## src/rtl/minmax_window_ctrl.sv

```systemverilog
`default_nettype none
// +---------------------------------------------------------------------------+
// | minmax_window_ctrl                                                         |
// | Windowed signed min/max tracker: one result record per WINDOW samples or   |
// | per flush, emitted over a valid/ready handshake.                           |
// | Revision: 1.0                                                              |
// +---------------------------------------------------------------------------+
module minmax_window_ctrl #(
   parameter  int WIDTH  = 32,
   parameter  int WINDOW = 4,
   localparam int CW     = $clog2(WINDOW + 1)
) (
   input  logic                    clk,
   input  logic                    rst,
   input  logic                    in_valid,
   input  logic signed [WIDTH-1:0] in_num,
   output logic                    in_ready,
   input  logic                    flush,
   output logic                    out_valid,
   input  logic                    out_ready,
   output logic signed [WIDTH-1:0] out_min,
   output logic signed [WIDTH-1:0] out_max,
   output logic        [CW-1:0]    out_count
);

   localparam logic [CW-1:0] C_WINDOW = CW'(WINDOW);

   typedef enum logic [0:0] {
      S_COLLECT = 1'b0,
      S_EMIT    = 1'b1
   } state_t;

   state_t                  r_state;
   state_t                  w_state_nxt;
   logic        [CW-1:0]    r_cnt;
   logic signed [WIDTH-1:0] r_acc_min;
   logic signed [WIDTH-1:0] r_acc_max;
   logic signed [WIDTH-1:0] r_out_min;
   logic signed [WIDTH-1:0] r_out_max;
   logic        [CW-1:0]    r_out_count;

   logic                    w_accept;
   logic                    w_first;
   logic                    w_close;
   logic        [CW-1:0]    w_cnt_inc;
   logic signed [WIDTH-1:0] w_min_cand;
   logic signed [WIDTH-1:0] w_max_cand;

   assign in_ready  = rst && (r_state == S_COLLECT);
   assign out_valid = (r_state == S_EMIT);
   assign out_min   = r_out_min;
   assign out_max   = r_out_max;
   assign out_count = r_out_count;

   // The first sample of a window seeds both accumulators, so stale values never compete.
   always_comb begin
      w_accept    = in_valid && in_ready;
      w_first     = (r_cnt == '0);
      w_cnt_inc   = r_cnt + CW'(1);
      w_min_cand  = (w_first || (in_num < r_acc_min)) ? in_num : r_acc_min;
      w_max_cand  = (w_first || (in_num > r_acc_max)) ? in_num : r_acc_max;
      w_close     = 1'b0;
      w_state_nxt = r_state;
      case (r_state)
         S_COLLECT: begin
            w_close = (w_accept && (w_cnt_inc == C_WINDOW)) ||
                      (flush && (!w_first || w_accept));
            if (w_close) w_state_nxt = S_EMIT;
         end
         S_EMIT: begin
            if (out_ready) w_state_nxt = S_COLLECT;
         end
         default: w_state_nxt = S_COLLECT;
      endcase
   end

   always_ff @(posedge clk) begin
      if (!rst) begin
         r_state     <= S_COLLECT;
         r_cnt       <= '0;
         r_acc_min   <= '0;
         r_acc_max   <= '0;
         r_out_min   <= '0;
         r_out_max   <= '0;
         r_out_count <= '0;
      end else begin
         r_state <= w_state_nxt;
         if (w_accept) begin
            r_acc_min <= w_min_cand;
            r_acc_max <= w_max_cand;
            r_cnt     <= w_cnt_inc;
         end
         // A sample accepted alongside flush belongs to the closing record.
         if (w_close) begin
            r_out_min   <= w_accept ? w_min_cand : r_acc_min;
            r_out_max   <= w_accept ? w_max_cand : r_acc_max;
            r_out_count <= w_accept ? w_cnt_inc  : r_cnt;
         end
         if (out_valid && out_ready) r_cnt <= '0;
      end
   end

endmodule
`default_nettype wire

```

## config.mk

```make
export PLATFORM = sky130hd
export DESIGN_NAME = minmax_window_ctrl
export DESIGN_NICKNAME = d
export VERILOG_FILES = /design/src/rtl/minmax_window_ctrl.sv
export SDC_FILE = /design/constraint.sdc
export NUM_CORES = 1
export LEC_CHECK = 0
export CAP_MARGIN = 0
export CORE_ASPECT_RATIO = 0.5
export CORE_MARGIN = 2
export CORE_UTILIZATION = 50
export DETAILED_ROUTE_END_ITERATION = 6
export DONT_BUFFER_PORTS = 1
export PLACE_DENSITY = 0.69
export SLEW_MARGIN = 10
export SYNTH_ARGS = -nofsm -noshare
export SYNTH_HDL_FRONTEND = slang
export SYNTH_SLANG_ARGS = --single-unit
```

## constraint.sdc

```tcl
create_clock -name clk -period 3.7 [get_ports clk]
set_clock_uncertainty 0.2 [all_clocks]
set_input_delay 0.74 -clock clk [delete_from_list [all_inputs] [get_ports clk]]
set_output_delay 0.74 -clock clk [all_outputs]
set_load 0.1 [all_outputs]
```

==> out/results.ini <==
[yosys]
yosys_warnings=0
ys_types=46
avgSynthCellArea_um2=9.31
syn_area_um2=6450
synthCells=693
ys_seq_elements=135
ys_seq_area_share_pct=41.9
synth_top_area_cell=dfxtp_1
synthesis.nets=796
synth-async-reset-ratio_pct=0
synth_edf_count=0
synth_top_area_share_pct=41.9
synth_flop_cell=dfxtp_1
synth.area.top_cells=dfxtp_1 (42%), ha_1 (13%), mux2i_1 (10%)

[final_layout]
area.sequential_um2=2700
design_area_um2=7210
layout_common_cells=dfxtp_1 (135), a21oi_1 (84), o21ai_0 (74), inv_1 (70), nor2b_1 (67)
syn_to_final_growth_pct=11.7
multi_input_area_um2=3330
final_nets=790
fill_cells=1143
n_antenna_cell=0
drive_above_1_share_pct=6.15
fin_util_pct=57.1
final_common_cell=dfxtp_1

[global_route]
grt_pass1_wl_um=22500
grt_pass1_vias=4530
grt_overflow_total=0
grt_usage_pct=20.5
grt_max_degree=138
antenna_found_initial=0

[setup_path]
crit_chain=inv_1 -> ha_1 -> a21oi_1 -> o21ai_0 -> a2111oi_0 -> buf_4 -> o211ai_1 -> a21oi_1 -> mux2i_1 -> a21oi_4 -> buf_12 -> mux2i_1 -> a21oi_1
crit_start=r_acc_max[21]
slowest_delay_ps=510
endpoint_kind=flip-flop
cpLargestDelayFamily=compound AO/OA/AOI/OAI gates
cp_max_fo=18
crit_required_ps=3770
slowest_stage=a2111oi_0
cpMostUsedCell=a21oi_1
path_buf_inv=3
r2r_start=r_acc_max[21]
critical_path_arrival_ps=3300
crit_type=reg2reg
startpoint_type=flip-flop

[run]
maxCapViolations=0

[die]
io_pins=106
rows=29
core_area_um2=12600
die_y_um=84.3
dieWidth_um=165
fp.dieArea_um2=13900
initial_core_util_pct=51.1

[clock_network]
worstSkewPairLatency_ps=400
clock_sinks=135
clk_pin_slew_ps=60
cts_tree=done
cts_inserted_buffers=17
holdBufCountCts=0
cts_root_buffer=clkbuf_16
htreeDepth=4
cts_resized=0
postCtsSetupRepairBufs=0
clock_path_buffers=2

[placement]
finalWeightedCongestion=0.752
dp_hpwl_um=9080
placed_area_um2=6630
dp_slack_ps=87.2
io_buffers=0

[power_and_ir_drop]
powerDensity_nw_per_um2=616
p_leak_nw=2.91
power.total_mw=4.44
vdd.ir_drop.worst_mv=0.326

[routing]
drt_iter0_drc=231
drt-vias-per-instance=5.34
first_pass_iters=4
routed_wl_um=13300
vias=4638
wire_per_inst_um=15.3
drc_errors=0
antenna_left=0

[timing]
relSlewSlack_pct=31.4
fin_setup_tns_ps=0
rsz0062_at_grt=false
period_share_pct=87.4
period_minus_slack_ps=3230
fin_ws_ps=465
setup_viol=0
drv_slew=0
tightest_slew_ps=1030
max_freq_mhz=309
hold_viol_final=0

[worst_hold_path]
hold_class=in2reg
holdCritStartpoint=rst

[run_status]
status=finished, final reports clean

==> power by group <==
group | switching [mW] | internal (mW) | total, mW
combinational | 0.291 | 0.219 | 0.511
sequential | 0.660 | 1.58 | 2.24
clock | 0.614 | 1.07 | 1.69
==> cells in the mapped netlist (2+ instances only) <==
cell type / count
o21a_1: 2
o211a_1: 4
mux2i_1: 66
xor2_1: 3
inv_1: 70
a21oi_1: 85
or4_1: 2
and4_1: 2
o21ai_0: 74
nand4_1: 9
nand2b_1: 4
clkbuf_1: 29
a211oi_1: 4
nand2_1: 19
o211ai_1: 5
nor2b_1: 68
nor4_1: 3
nor2_1: 5
buf_4: 3
and2_1: 2
dfxtp_1: 135
nand3_1: 7
buf_8: 3
ha_1: 66
nor3_1: 2
==> routing by layer <==
| layer | global-route usage (%) | vias to the layer above | part of all wire [%] |
|---|---|---|---|
| li1 | - | 2398 | - |
| met1 | 26.5 | 2164 | 48 |
| met2 | 33.1 | 66 | 45 |
| met3 | 6.62 | 10 | 5.8 |
| met4 | 5.61 | 0 | 0.84 |
| met5 | 0 | - | 0 |
==> sequential cells by signal (all words and copies together), names as in the netlist <==
signal,count
out_min,32
r_acc_max,32
out_max,32
r_acc_min,32
r_cnt,3
out_count,3
out_valid,1
==> cell families after synthesis <==
logic type / synth area share [%]
AO/OA/AOI/OAI: 16.5
flip-flops: 41.9
AND/OR/NAND/NOR: 11.1
buffers and inverters: 6.86
multiplexers: 10.2
adder cells (fa/ha/maj): 12.8
XOR/XNOR: 0.543
==> per-stage QoR <==
step / hold WS (ps) / instances
final: 261 / 869
after global routing: 253 / 869
after CTS: 248 / 869
after detailed placement: 328 / 838
after global placement: 317 / 838
after floorplan: 290 / 693
==> layout make-up <==
type | instances | share of cell area (%)
multi-input cells | 452 | 46.2
flip-flops and latches | 135 | 37.5
clock buffers | 23 | 6.35
inverters | 70 | 3.65
well taps | 170 | 2.95
clock inverters | 8 | 1.72
repair buffers | 11 | 1.67
==> path summary, 6_finish.rpt <==
kind	to	slack, ps	cells after the start
setup / recovery	out_max[7]	470	13
hold reg to reg	r_cnt[1]	340	2
hold / removal	out_valid	260	1
setup reg to reg	out_max[7]	470	13
Note: power is estimated with default switching activity, not from simulation.
